==> config.mk <==
export PLATFORM = sky130hd
export DESIGN_NAME = lvds_rx_align_ctrl_flat
export DESIGN_NICKNAME = d
export VERILOG_FILES = /design/src/rtl/lvds_rx_align_ctrl_if.sv /design/src/rtl/lvds_rx_align_ctrl.sv /design/src/flat_wrapper.sv
export SDC_FILE = /design/constraint.sdc
export NUM_CORES = 1
export LEC_CHECK = 0
export CORE_ASPECT_RATIO = 1.2
export CORE_MARGIN = 3
export CORE_UTILIZATION = 60
export DETAILED_ROUTE_END_ITERATION = 16
export PLACE_DENSITY = 0.83
export SETUP_SLACK_MARGIN = 0.3
export SYNTH_ARGS = -nofsm -noshare
export SYNTH_HDL_FRONTEND = slang
export SYNTH_SLANG_ARGS = --single-unit
export TNS_END_PERCENT = 100
==> constraint.sdc <==
create_clock -name i_rx_clk -period 4.4 [get_ports i_rx_clk]
set_input_delay 1.1 -clock i_rx_clk [delete_from_list [all_inputs] [get_ports i_rx_clk]]
set_output_delay 1.1 -clock i_rx_clk [all_outputs]
set_load 0.02 [all_outputs]
==> src/rtl/lvds_rx_align_ctrl_if.sv <==
// Handshake bundle between lvds_rx_align_ctrl and one lvds_rx_9chan_6x receiver.
//   rx_locked     receiver PLL lock, synchronous to rx_clk
//   fclk_word     deserialized frame-clock channel, one word per cycle
//   realign       single-cycle request to restart acquisition
//   rx_data_align bitslip strobe to the receiver
//   aligned       framing valid, data channels usable
//   align_err     acquisition failed (sticky)
//   slip_cnt      slips issued in the current acquisition (saturating)
// master: the alignment controller; slave: the receiver side.
interface lvds_rx_align_ctrl_if #(
   parameter int unsigned DESER = 6
) ();
   logic             rx_locked;
   logic [DESER-1:0] fclk_word;
   logic             realign;
   logic             rx_data_align;
   logic             aligned;
   logic             align_err;
   logic [3:0]       slip_cnt;

   modport master (
      input  rx_locked, fclk_word, realign,
      output rx_data_align, aligned, align_err, slip_cnt
   );

   modport slave (
      output rx_locked, fclk_word, realign,
      input  rx_data_align, aligned, align_err, slip_cnt
   );
endinterface

==> src/rtl/lvds_rx_align_ctrl.sv <==
// Word-alignment sequencer for one LVDS receiver. Watches the registered frame-clock word and
// issues bitslip pulses until it equals FCLK_PATTERN, then flags alignment and monitors framing.
// Ports:
//   i_rx_clk  receiver rx_outclock, all logic on its rising edge
//   i_reset   asynchronous active-high reset
//   if_rx     lvds_rx_align_ctrl_if.master (lock/word/realign in, bitslip/status out)
module lvds_rx_align_ctrl #(
   parameter int unsigned      DESER              = 6,
   parameter logic [DESER-1:0] FCLK_PATTERN       = 6'b111000,
   parameter int unsigned      ALIGN_PULSE_CYCLES = 2,
   parameter int unsigned      SETTLE_CYCLES      = 4,
   parameter int unsigned      LOCK_COUNT         = 16,
   parameter int unsigned      MAX_SLIPS          = 12
) (
   input logic                   i_rx_clk,
   input logic                   i_reset,
   lvds_rx_align_ctrl_if.master  if_rx
);

   localparam logic [7:0] PULSE_LAST  = 8'(ALIGN_PULSE_CYCLES - 1);
   localparam logic [7:0] SETTLE_LAST = 8'(SETTLE_CYCLES - 1);
   localparam logic [7:0] LOCK_LAST   = 8'(LOCK_COUNT - 1);
   localparam logic [3:0] SLIP_LIMIT  = 4'(MAX_SLIPS);

   typedef enum logic [2:0] {
      StIdle, StCheck, StSlip, StSettle, StLocked, StError
   } state_t;

   state_t           r_state;
   state_t           w_state_nxt;
   logic [DESER-1:0] r_fclk_word;
   logic [7:0]       r_timer;
   logic [7:0]       r_match_cnt;
   logic [3:0]       r_slip_cnt;
   logic             r_rx_data_align;
   logic             r_aligned;
   logic             r_align_err;

   logic w_match;
   logic w_lock_hit;
   logic w_restart;
   logic w_rx_data_align_nxt;
   logic w_aligned_nxt;
   logic w_align_err_nxt;

   assign w_match    = (r_fclk_word == FCLK_PATTERN);
   assign w_lock_hit = (r_match_cnt == LOCK_LAST);
   // realign restarts acquisition from any state except IDLE, but only while locked
   assign w_restart  = if_rx.rx_locked && if_rx.realign && (r_state != StIdle);

   // State register
   always_ff @(posedge i_rx_clk or posedge i_reset) begin
      if (i_reset) begin
         r_state <= StIdle;
      end else begin
         r_state <= w_state_nxt;
      end
   end

   // Next-state logic; lock loss beats realign, which beats the word comparison
   always_comb begin
      w_state_nxt = r_state;
      if (!if_rx.rx_locked) begin
         w_state_nxt = StIdle;
      end else if (w_restart) begin
         w_state_nxt = StCheck;
      end else begin
         unique case (r_state)
            StIdle:   w_state_nxt = StCheck;
            StCheck: begin
               if (w_match) begin
                  if (w_lock_hit) w_state_nxt = StLocked;
               end else if (r_slip_cnt == SLIP_LIMIT) begin
                  w_state_nxt = StError;
               end else begin
                  w_state_nxt = StSlip;
               end
            end
            StSlip:   if (r_timer == PULSE_LAST)  w_state_nxt = StSettle;
            StSettle: if (r_timer == SETTLE_LAST) w_state_nxt = StCheck;
            StLocked: if (!w_match)               w_state_nxt = StCheck;
            StError:  w_state_nxt = StError;
            default:  w_state_nxt = StIdle;
         endcase
      end
   end

   // Output decode; outputs are registered from these so they change with the state register
   always_comb begin
      w_rx_data_align_nxt = (w_state_nxt == StSlip);
      // aligned rises one cycle after entering LOCKED and drops with the exit
      w_aligned_nxt       = (r_state == StLocked) && (w_state_nxt == StLocked);
      w_align_err_nxt     = (w_state_nxt == StError);
   end

   // Input stage, counters and registered outputs
   always_ff @(posedge i_rx_clk or posedge i_reset) begin
      if (i_reset) begin
         r_fclk_word     <= '0;
         r_timer         <= '0;
         r_match_cnt     <= '0;
         r_slip_cnt      <= '0;
         r_rx_data_align <= 1'b0;
         r_aligned       <= 1'b0;
         r_align_err     <= 1'b0;
      end else begin
         r_fclk_word <= if_rx.fclk_word;

         // Timer runs only while dwelling in SLIP or SETTLE
         if ((w_state_nxt != r_state) || !(r_state inside {StSlip, StSettle})) begin
            r_timer <= '0;
         end else begin
            r_timer <= r_timer + 8'd1;
         end

         if (w_restart || (w_state_nxt inside {StIdle, StSlip, StSettle, StError}) ||
             ((r_state == StLocked) && (w_state_nxt == StCheck))) begin
            r_match_cnt <= '0;
         end else if ((r_state == StCheck) && w_match && (r_match_cnt != 8'hFF)) begin
            r_match_cnt <= r_match_cnt + 8'd1;
         end

         if (w_restart || (w_state_nxt == StIdle) ||
             ((r_state == StLocked) && (w_state_nxt == StCheck))) begin
            r_slip_cnt <= '0;
         end else if ((r_state == StCheck) && (w_state_nxt == StSlip) &&
                      (r_slip_cnt != 4'hF)) begin
            r_slip_cnt <= r_slip_cnt + 4'd1;
         end

         r_rx_data_align <= w_rx_data_align_nxt;
         r_aligned       <= w_aligned_nxt;
         r_align_err     <= w_align_err_nxt;
      end
   end

   assign if_rx.rx_data_align = r_rx_data_align;
   assign if_rx.aligned       = r_aligned;
   assign if_rx.align_err     = r_align_err;
   assign if_rx.slip_cnt      = r_slip_cnt;

endmodule
==> src/flat_wrapper.sv <==
// flat-port wrapper written by rule: the top's interface ports become plain ports
module lvds_rx_align_ctrl_flat 
#(
   parameter int unsigned      DESER              = 6,
   parameter logic [DESER-1:0] FCLK_PATTERN       = 6'b111000,
   parameter int unsigned      ALIGN_PULSE_CYCLES = 2,
   parameter int unsigned      SETTLE_CYCLES      = 4,
   parameter int unsigned      LOCK_COUNT         = 16,
   parameter int unsigned      MAX_SLIPS          = 12
)
  (i_rx_clk, i_reset, if_rx_rx_locked, if_rx_fclk_word, if_rx_realign, if_rx_rx_data_align, if_rx_aligned, if_rx_align_err, if_rx_slip_cnt);
  lvds_rx_align_ctrl_if #(.DESER(DESER)) if_rx_i ();
  input logic i_rx_clk;
  input logic i_reset;
  input wire logic [$bits(if_rx_i.rx_locked)-1:0] if_rx_rx_locked;
  input wire logic [$bits(if_rx_i.fclk_word)-1:0] if_rx_fclk_word;
  input wire logic [$bits(if_rx_i.realign)-1:0] if_rx_realign;
  output wire logic [$bits(if_rx_i.rx_data_align)-1:0] if_rx_rx_data_align;
  output wire logic [$bits(if_rx_i.aligned)-1:0] if_rx_aligned;
  output wire logic [$bits(if_rx_i.align_err)-1:0] if_rx_align_err;
  output wire logic [$bits(if_rx_i.slip_cnt)-1:0] if_rx_slip_cnt;
  assign if_rx_i.rx_locked = if_rx_rx_locked;
  assign if_rx_i.fclk_word = if_rx_fclk_word;
  assign if_rx_i.realign = if_rx_realign;
  assign if_rx_rx_data_align = if_rx_i.rx_data_align;
  assign if_rx_aligned = if_rx_i.aligned;
  assign if_rx_align_err = if_rx_i.align_err;
  assign if_rx_slip_cnt = if_rx_i.slip_cnt;
  lvds_rx_align_ctrl #(.DESER(DESER), .FCLK_PATTERN(FCLK_PATTERN), .ALIGN_PULSE_CYCLES(ALIGN_PULSE_CYCLES), .SETTLE_CYCLES(SETTLE_CYCLES), .LOCK_COUNT(LOCK_COUNT), .MAX_SLIPS(MAX_SLIPS)) u_core (.i_rx_clk(i_rx_clk), .i_reset(i_reset), .if_rx(if_rx_i));
endmodule
==> results.md, run 1 <==
- Measured slew at the worst slew-check pin: 0.691 ns
- Syn_nets: 205
- Syn Area/Cell: 10.0 um2
- Die height: 67.7 um
- Post-synth cell types: 51
- Synth top area share: 42.1%
- Post-route DRC: 0
- Crit path DAT: 2.97 ns
- CTS max path bufs: 2
- Root Buffer: clkbuf_4
- Layout Nets: 222
- Sequential-to-total area share from yosys stat: 42.1%
- Vias per std cell: 6.52
- Critical Path RT: 4.64 ns
- Worst Skew: 0.0140 ns
- Final Hold Viols: 0
- FFs w/ async S/R, synth: 100%
- Post-synth top flop: dfrtp_1
- Post-CTS Resized: 0
- Area grow syn2layout: 11.4%
- Startpoint Class: input port
- Die width: 57.4 um
- Slew HR: 53.7%
- Cell Rows: 21
- Share of cells above drive strength 1: 9.66%
- Hold Path End: u_core.r_timer[7]
- Max Slew Vio Count: 0
- Worst r2r src: u_core.r_state[0]
- Mapped Area: 1900 um2
- Minimum clock period: between 2 and 3 ns
- First-pass GRT wire length: 6840 um
- # hold bufs at CTS: 0
- TritonCTS clock tree: done
- Final Cycle Share: 62.1%
- Buffers on Ports: 16
- Top cells by instance count after synthesis: 32 x dfrtp_1, 13 x o21ai_0, 12 x nand3_1, 12 x nor2_1
- Cell taking the most area after synthesis: dfrtp_1
- Syn Inst Count: between 150 and 200
- Clock-pin slew on the worst setup and hold paths: around 0.10 ns
- Peak VDD IR: 0.000249 V
- Most frequent cell after synthesis: dfrtp_1
- All-Layer GR Usage: 22.9%
- Antenna diode count: 0
- Dominant cells by area after synthesis: dfrtp_1 42%, mux2i_1 3.7%, o21ai_0 3.4%
- Post-CTS Setup Bufs: 0
- Filler cells: 209
- Synth Warn #: 0
- Crit path kind: in -> reg
- Setup violations, final: 0
- Routability cong.: between 0.8 and 0.9
- Vias in the first global route: approximately 1500
- # clock sinks: 32
- H-tree depth: 2
- Post-synth EDFFs: 0
- Setup crit end kind: flip-flop
- Iteration-0 DRC Markers: 74
- Core area: 2920 um2
- Fmax: 0.366 GHz
- Final ANT Viol Nets: 0
- Leakage: 0.823 nW
- Hold_ws: 0.559 ns
- Max-cap violations: 0
- HP Start: u_core.r_timer[7]
- FF-to-FF End: u_core.r_match_cnt[7]
- Largest net degree at the start of global routing: 33
- Reg2reg path depth: 5
- TNS Setup: 0 ns
- Num CTS Buffers: 5
- Clock latency on the worst-skew pair: 0.33 ns
- DR pass1 iterations: 5
- Full die area: 3880 um2
- Mean routed wirelength per cell: 15.8 um
- Status: completed
- Yosys reg bits: 32
- Antenna violations before repair: 0
- Initial Util: 65.2%
- DP Wirelength: 2780 um
- Vias: 1572
- Final Routed Wirelength: 3800 um
- Crit-path max FO: 6
- Boundary Pins: 17
- Tightest Hold Check Type: reg -> reg
- RSZ-0062 raised after global routing: no
- Pwr Density: around 260 nW/um2
- Setup slack, reg-to-reg: 1.91 ns
- Hold path depth: 2
- Congestion Overflow GR: 0
-- layout by cell type, fill, tap and decap left out, types with 2 or more instances in the layout --
cell type / count
o31a_1: 3
o41a_1: 2
nand2b_1: 3
a211oi_1: 3
dfrtp_1: 32
inv_1: 9
nor4_2: 4
nor2_1: 12
clkbuf_4: 5
nor3_1: 4
o21ai_0: 13
or4_1: 2
xor2_1: 6
nand4_1: 4
o31ai_1: 2
nand2_1: 9
clkdlybuf4s50_1: 16
mux2i_1: 7
nor4_1: 2
o21a_1: 3
and2_1: 2
nand3b_1: 2
or3b_2: 2
ha_1: 5
nor3b_1: 5
o211ai_1: 8
nand3_1: 12
nor2b_1: 2
and3_1: 3
o211a_1: 2
-- cell families after synthesis --
logic type               share of synthesized area [%]
buffers and inverters                             4.14
XOR/XNOR                                          3.22
multiplexers                                      3.68
AO/OA/AOI/OAI                                     19.5
adder cells (fa/ha/maj)                           3.29
flip-flops                                        42.1
AND/OR/NAND/NOR                                   24.0
-- where the power goes --
group / total (mW) / internal (mW) / switching (mW)
logic: 0.0809 / 0.0341 / 0.0467
clock network: 0.150 / 0.0587 / 0.0913
registers: 0.312 / 0.301 / 0.0111
total: 0.543 / 0.394 / 0.149
-- worst max-delay path: stages --
cell,delay [ns]
clkdlybuf4s50_1,0.59
inv_1,0.09
nor3b_1,0.40
nor4bb_1,0.46
a211oi_4,0.11
o31ai_1,0.23
-- worst max path at each step --
stage                    startpoint                  endpoint
global placement    if_rx_rx_locked  u_core.if_rx.slip_cnt[0]
finish              if_rx_rx_locked  u_core.if_rx.slip_cnt[1]
global route        if_rx_rx_locked  u_core.if_rx.slip_cnt[0]
CTS                 if_rx_rx_locked  u_core.if_rx.slip_cnt[0]
floorplan             if_rx_realign  u_core.if_rx.slip_cnt[0]
detailed placement  if_rx_rx_locked  u_core.if_rx.slip_cnt[0]
-- layer usage --
metal / GRT usage (%) / vias up / part of all wire [%]
li1: - / 750 / -
met1: 28.1 / 775 / 44
met2: 37.3 / 40 / 51
met3: 6.50 / 7 / 4.3
met4: 10.1 / 0 / 1.4
met5: 0 / - / 0
-- sequential cells by signal (all words and copies together), names as in the netlist --
signal / cells
u_core.if_rx.align_err: 1
u_core.if_rx.aligned: 1
u_core.if_rx.rx_data_align: 1
u_core.if_rx.slip_cnt: 4
u_core.r_fclk_word: 6
u_core.r_match_cnt: 8
u_core.r_state: 3
u_core.r_timer: 8
-- metrics by stage --
step | std cells | power (mW) | setup slack [ns] | area, um2 | util (%)
floorplan | 190 | 0.374 | 2.01 | 1900 | -
global placement | 234 | 0.395 | 1.41 | 2070 | 71.1
detailed placement | 234 | 0.398 | 1.32 | 2070 | 71.1
CTS | 241 | 0.550 | 1.68 | 2120 | 72.7
global route | 241 | 0.573 | 1.52 | 2120 | 72.7
finish | 241 | 0.543 | 1.67 | 2120 | 72.7
-- layout make-up --
cell class	instances	area, um2	share of cell area (%)
clock buffers	6	41.3	1.95
clock inverters	1	5.00	0.236
well taps	34	42.5	2.01
flip-flops and latches	32	801	37.8
inverters	10	40.0	1.89
multi-input cells	141	1020	48.2
repair buffers	17	168	7.91
Power figures use the tool's default switching activity.
==> run 2, diff against run 1 <==
--- a/config.mk
+++ b/config.mk
@@ -7,9 +7,9 @@
 export LEC_CHECK = 0
 export CORE_ASPECT_RATIO = 1.2
 export CORE_MARGIN = 3
-export CORE_UTILIZATION = 60
+export CORE_UTILIZATION = 57
 export DETAILED_ROUTE_END_ITERATION = 16
-export PLACE_DENSITY = 0.83
+export PLACE_DENSITY = 0.79
 export SETUP_SLACK_MARGIN = 0.3
 export SYNTH_ARGS = -nofsm -noshare
 export SYNTH_HDL_FRONTEND = slang
==> constraint.sdc (replaced) <==
create_clock -name i_rx_clk -period 2.6 [get_ports i_rx_clk]
set_input_delay 0.65 -clock i_rx_clk [delete_from_list [all_inputs] [get_ports i_rx_clk]]
set_output_delay 0.65 -clock i_rx_clk [all_outputs]
set_load 0.02 [all_outputs]
==> run 2 against run 1 <==
Against the previous run:
- via count grew 6.0%
- routed wire length rose by 15%
- flip-flop and latch count unchanged
- highest routed layer unchanged
- largest power group unchanged
- largest cell class unchanged
- worst hold slack improved by 0.016 ns
- cell area up 11%
==> results.md, run 2 (synthesis gave the netlist of run 1 again) <==
- GR Layer Usage met3: 5.03% (-1.5 points)
- Vias in the first global route: 1577 (+3.0%)
- Final Total Pwr: 1.12 mW (+110%)
- Layout Cell Area excl Fill: 2350 um2 (+11%)
- Antenna violations before repair: 0 (unchanged)
- All-Layer GR Usage: 22.4% (-0.47 points)
- Cell Area, Placed: 2110 um2 (+1.9%)
- Final Routed Wirelength: 4360 um (+15%)
- CTS max path bufs: 2 (unchanged)
- Setup ws final: 0.359 ns (-1.31 ns)
- Area grow syn2layout: 23.8%
- Worst Skew: 0.0109 ns (-0.00311 ns)
- Minimum clock period: 2.24 ns
- Clock-pin slew on the worst setup and hold paths: 0.10 ns (about the same)
- Hold path depth: 1 (-1)
- Fmax: 0.446 GHz
- Met1 usage: 28.5% (+0.36 points)
- Iteration-0 DRC Markers: 67 (-9.5%)
- Mean routed wirelength per cell: 16.8 um (+6.7%)
- Worst r2r src: u_core.r_state[2]
- Root Buffer: clkbuf_4
- Slew HR: 46.5% (-7.2 points)
- Commonest non-fill, non-tap cell in the layout: dfrtp_1
- HP Start: u_core.r_timer[0]
- DR pass1 iterations: 4 (-1)
- Reg2reg path depth: 5 (unchanged)
- Startpoint Class: flip-flop
- Post-layout util: 75.0% (+2.4 points)
- Hold Path End: u_core.r_timer[0]
- Num CTS Buffers: 5 (unchanged)
- Crit path kind: reg -> reg
- # hold bufs at CTS: 0 (unchanged)
- Clock latency on the worst-skew pair: 0.34 ns (about the same)
- Max-cap violations: 0 (unchanged)
- Layout Nets: 237 (+6.8%)
- Boundary Pins: 17 (unchanged)
- Busiest layer in global routing: met2
- Leakage: 0.926 nW (+12%)
- Status: completed
- DP Cell Count: 241 (+3.0%)
- Pwr Density: 474 nW/um2 (+85%)
- Full die area: 4070 um2 (+4.7%)
- Setup violations, final: 0 (unchanged)
- H-tree depth: 2 (unchanged)
- Setup crit end kind: flip-flop
- First-pass GRT wire length: 7180 um (+5.0%)
- Setup slack, reg-to-reg: 0.36 ns (-1.55 ns)
- Hold_ws: 0.575 ns (+0.0162 ns)
- Die height: 69.3 um (+2.4%)
- Routability cong.: 0.878 (+6.1%)
- Initial Util: 60.6% (-4.6 points)
- Pre-CTS setup slack: 0.0876 ns (-1.23 ns)
- Max Slew Vio Count: 0 (unchanged)
- Measured slew at the worst slew-check pin: 0.799 ns (+0.107 ns)
- Crit path DAT: 2.46 ns (-0.51 ns)
- Commonest cells after routing, fill and taps aside: 29 x dfrtp_1, 16 x clkdlybuf4s50_1, 16 x buf_4, 13 x o21ai_0
- Tightest Hold Check Type: reg -> reg
- Core area: 3140 um2 (+7.6%)
- Cell Rows: 22 (+4.8%)
- Antenna diode count: 0 (unchanged)
- Final Cycle Share: a little under nine tenths
- Congestion Overflow GR: 0 (unchanged)
- DP Wirelength: 2920 um (+4.9%)
- Die width: 58.7 um (+2.3%)
- Vias per std cell: 6.44 (-1.3%)
- Crit-path max FO: 6 (unchanged)
- Buffers on Ports: 16 (unchanged)
- Top Registers: u_core.r_match_cnt: 8 flops, u_core.r_timer: 8 flops, u_core.r_fclk_word: 6 flops
- Met2 Track Usage GR: 36.1% (-1.2 points)
- FF-to-FF End: u_core.r_match_cnt[7]
- TritonCTS clock tree: done
- Peak VDD IR: 0.000589 V (+140%)
- # clock sinks: 32 (unchanged)
- Largest net degree at the start of global routing: 33 (unchanged)
- TNS Setup: 0 ns (unchanged)
- Vias: 1667 (+6.0%)
- Post-route DRC: 0 (unchanged)
- Final ANT Viol Nets: 0 (unchanged)
- Final Hold Viols: 0 (unchanged)
- Share of cells above drive strength 1: 20.6% (+11 points)
- Critical Path RT: 2.82 ns (-1.82 ns)
- RSZ-0062 raised after global routing: yes
- Final Non-Filler Cells: 259 (+7.5%)
-- run 2: how the worst max path moves through the flow --
stage	from	endpoint	slack, ns	depth (start not counted)
after floorplan	u_core.r_fclk_word[1]	u_core.r_match_cnt[3]	0.42	7
after global placement	if_rx_rx_locked	u_core.if_rx.slip_cnt[0]	0.16	7
after detailed placement	if_rx_rx_locked	u_core.if_rx.slip_cnt[1]	0.09	7
after CTS	u_core.r_fclk_word[1]	u_core.r_match_cnt[5]	0.30	5
after global routing	u_core.r_fclk_word[1]	u_core.r_match_cnt[7]	0.17	6
final	u_core.r_state[2]	u_core.r_match_cnt[7]	0.36	5
-- run 2: worst max-delay path: stages (launching register included) --
cell	delay, ns
dfrtp_2	0.42
or3b_2	0.53
or3_4	0.44
o41a_1	0.45
o211ai_1	0.19
mux2i_1	0.09
-- run 2: cell type report --
class | instances | area (um2)
multi-input combinational | 141 | 1090
timing repair buffer | 32 | 280
inverter | 10 | 40.0
tap | 36 | 45.0
sequential | 32 | 805
clock inverter | 1 | 30.0
fill | 227 | 783
clock buffer | 7 | 65.1
-- run 2: power by group --
| part | internal [mW] | switching (mW) |
|---|---|---|
| combinational | 0.0697 | 0.104 |
| sequential | 0.509 | 0.00764 |
| clock | 0.255 | 0.171 |
| total | 0.834 | 0.282 |
-- run 2: repair_timing --
action	in CTS	in global routing
buffers inserted	2	8
pin swaps	1	3
endpoints found under the setup margin	14	15
cloned	0	0
gates resized for setup	5	9
-- run 2: metal layers --
layer	share of wire, %	wire length (um)
met3	5.7	247
met2	51	2210
met4	2.7	119
met5	0	0
met1	41	1780
==> run 3, diff against run 2 <==
--- a/config.mk
+++ b/config.mk
@@ -9,7 +9,7 @@
 export CORE_MARGIN = 3
 export CORE_UTILIZATION = 57
 export DETAILED_ROUTE_END_ITERATION = 16
-export PLACE_DENSITY = 0.79
+export PLACE_DENSITY = 0.83
 export SETUP_SLACK_MARGIN = 0.3
 export SYNTH_ARGS = -nofsm -noshare
 export SYNTH_HDL_FRONTEND = slang
==> run 3 against run 2 <==
Against the previous run:
- combinational power about the same
- global-route usage increased by 0.92 points
- clock-buffer cell count fell by 1
- first-iteration DRC count is 7.5% higher
- critical path type unchanged
- critical endpoint unchanged
- largest power group unchanged
==> results.md, run 3 (synthesis gave the netlist of run 1 again) <==
- Core area: 3140 um2 (unchanged)
- All-Layer GR Usage: 23.3% (+0.92 points)
- Vias in the first global route: 1618 (+2.6%)
- Largest net degree at the start of global routing: 33 (unchanged)
- Top Registers: u_core.r_match_cnt: 8 flops, u_core.r_timer: 8 flops, u_core.r_fclk_word: 6 flops
- Sw power: 277 uW (-1.9%)
- Slew HR: 52.2% (+5.6 points)
- Max Slew Vio Count: 0 (unchanged)
- DP Wirelength: 3090 um (+6.0%)
- Critical Path RT: 2.81 ns (about the same)
- Routability cong.: 0.878 (about the same)
- Startpoint Class: flip-flop
- Commonest cells after routing, fill and taps aside: 31 x dfrtp_1, 16 x clkdlybuf4s50_1, 16 x buf_4
- Delay-heaviest family, CP: simple AND/OR/NAND/NOR gates
- Iteration-0 DRC Markers: 72 (+7.5%)
- Internal power: 680 uW (-19%)
- WP buf/inv: 0 (unchanged)
- Setup violations, final: 0 (unchanged)
- Clock power share: 27.6% (-11 points)
- Final Routed Wirelength: 4600 um (+5.5%)
- Initial Util: 60.6% (unchanged)
- Measured slew at the worst slew-check pin: 0.715 ns (-0.0841 ns)
- Comb pwr share: 18.2% (+2.7 points)
- DR pass1 iterations: 4 (unchanged)
- Area grow syn2layout: 22.0%
- Clock-pin slew on the worst setup and hold paths: 0.09 ns (about the same)
- TNS Setup: 0 ns (unchanged)
- Die height: 69.3 um (unchanged)
- Filler cells: 225 (-0.88%)
- DP Cell Count: 242 (+0.41%)
- FF-to-FF End: u_core.r_match_cnt[7]
- Final Non-Filler Cells: 260 (+0.39%)
- Antenna diode count: 0 (unchanged)
- Part of the power in registers: 54.2% (+7.9 points)
- Vias per std cell: 6.48 (+0.69%)
- TritonCTS clock tree: done
- End of the critical path: u_core.r_match_cnt[7]
- Leakage: 0.909 nW (-1.8%)
- Post-route DRC: 0 (unchanged)
- H-tree depth: 2 (unchanged)
- Peak VDD IR: 0.000304 V (-48%)
- Share of cells above drive strength 1: 20.1% (-0.54 points)
- Worst Skew: 0.00759 ns (-0.00331 ns)
- Layout Nets: 239 (+0.84%)
- CTS max path bufs: 2 (unchanged)
- Max-cap violations: 0 (unchanged)
- Setup crit end kind: flip-flop
- Status: completed
- Critical path startpoint: u_core.r_fclk_word[1]
- Cell Rows: 22 (unchanged)
- Antenna violations before repair: 0 (unchanged)
- Crit path kind: reg -> reg
- Crit-path max FO: 5 (-1)
- Reg2reg path depth: 5 (unchanged)
- Final ANT Viol Nets: 0 (unchanged)
- Clock latency on the worst-skew pair: 0.33 ns (about the same)
- RSZ-0062 raised after global routing: yes
- Num CTS Buffers: 5 (unchanged)
- First-pass GRT wire length: 7460 um (+3.9%)
- Fmax: 0.446 GHz (about the same)
- Commonest non-fill, non-tap cell in the layout: dfrtp_1
- Root Buffer: clkbuf_4
- Die width: 58.7 um (unchanged)
- Full die area: 4070 um2 (unchanged)
- Max stage delay on crit path: 0.59 ns (+0.06 ns)
- CP Depth: 5 (unchanged)
- Slowest cell on crit path: or4b_4
- Tightest Hold Check Type: reg -> reg
- Vias: 1685 (+1.1%)
- Final Cycle Share: 86.3% (about the same)
- Setup slack, reg-to-reg: 0.36 ns (about the same)
- Post-layout util: 73.9% (-1.1 points)
- Final Hold Viols: 0 (unchanged)
- # hold bufs at CTS: 0 (unchanged)
- Final Total Pwr: 957 uW (-14%)
- # clock sinks: 32 (unchanged)
- Minimum clock period: 2.24 ns (+0.00142 ns)
- Pwr Density: 412 nW/um2 (-13%)
- Buffers on Ports: 16 (unchanged)
- Congestion Overflow GR: 0 (unchanged)
- Boundary Pins: 17 (unchanged)
- Worst r2r src: u_core.r_fclk_word[1]
- Crit path DAT: 2.45 ns (about the same)
- Net switching fraction of the power: 29.0% (+3.7 points)
- Crit path cell chain: or4b_4 > or3_4 > o41a_1 > o211ai_1 > mux2i_1
- Mean routed wirelength per cell: 17.7 um (+5.1%)
-- run 3: worst min-delay path by stage --
stage                      start           endpoint  slack [ns]  depth (start not counted)
2_1_floorplan  u_core.r_timer[0]  u_core.r_timer[0]        0.50                          1
3_3_place_gp   u_core.r_timer[7]  u_core.r_timer[7]        0.53                          2
3_5_place_dp   u_core.r_timer[7]  u_core.r_timer[7]        0.54                          2
4_1_cts        u_core.r_timer[0]  u_core.r_timer[0]        0.56                          1
5_1_grt        u_core.r_timer[4]  u_core.r_timer[4]        0.62                          2
6_report       u_core.r_timer[7]  u_core.r_timer[7]        0.56                          2
-- run 3: power by group through the flow --
stage / clock network, mW / logic (mW) / registers, mW
2_1_floorplan: 0 / 0.103 / 0.529
3_5_place_dp: 0 / 0.159 / 0.526
3_3_place_gp: 0 / 0.153 / 0.526
5_1_grt: 0.292 / 0.191 / 0.520
4_1_cts: 0.266 / 0.163 / 0.517
6_report: 0.264 / 0.174 / 0.519
-- run 3: worst register-to-register path: cells and delay by family, from the launching register on --
| kind | cells | cell delay (ns) |
|---|---|---|
| flops | 1 | 0.41 |
| mux | 1 | 0.10 |
| compound gates | 2 | 0.64 |
| simple gates | 2 | 0.98 |
-- run 3: metrics by stage --
| stage | instance area, um2 | hold slack, ns | setup WS [ns] |
|---|---|---|---|
| floorplan | 1900 | 0.501 | 0.423 |
| global placement | 2120 | 0.527 | 0.146 |
| detailed placement | 2120 | 0.536 | 0.0105 |
| CTS | 2190 | 0.557 | 0.296 |
| global route | 2320 | 0.615 | 0.261 |
| finish | 2320 | 0.559 | 0.357 |
-- run 3: final cells by class --
type / count / area, um2 / share of cell area (%)
tap: 36 / 45.0 / 1.94
sequential: 32 / 802 / 34.6
inverter: 10 / 40.0 / 1.73
timing repair buffer: 32 / 280 / 12.1
multi-input combinational: 143 / 1110 / 47.7
clock buffer: 6 / 41.3 / 1.78
clock inverter: 1 / 5.00 / 0.216
-- run 3: timing repair --
action,CTS,global route
endpoints found under the setup margin,13,15
setup buffers,0,9
cloned,0,2
pin swaps,1,5
gates resized for setup,4,10
-- run 3: routing by layer --
layer | part of all wire [%] | track usage [%] | up-vias
met5 | 0 | 0 | -
met4 | 2.6 | 9.82 | 0
met3 | 4.1 | 4.28 | 17
met2 | 54 | 39.4 | 49
met1 | 39 | 28.3 | 833
li1 | - | - | 786
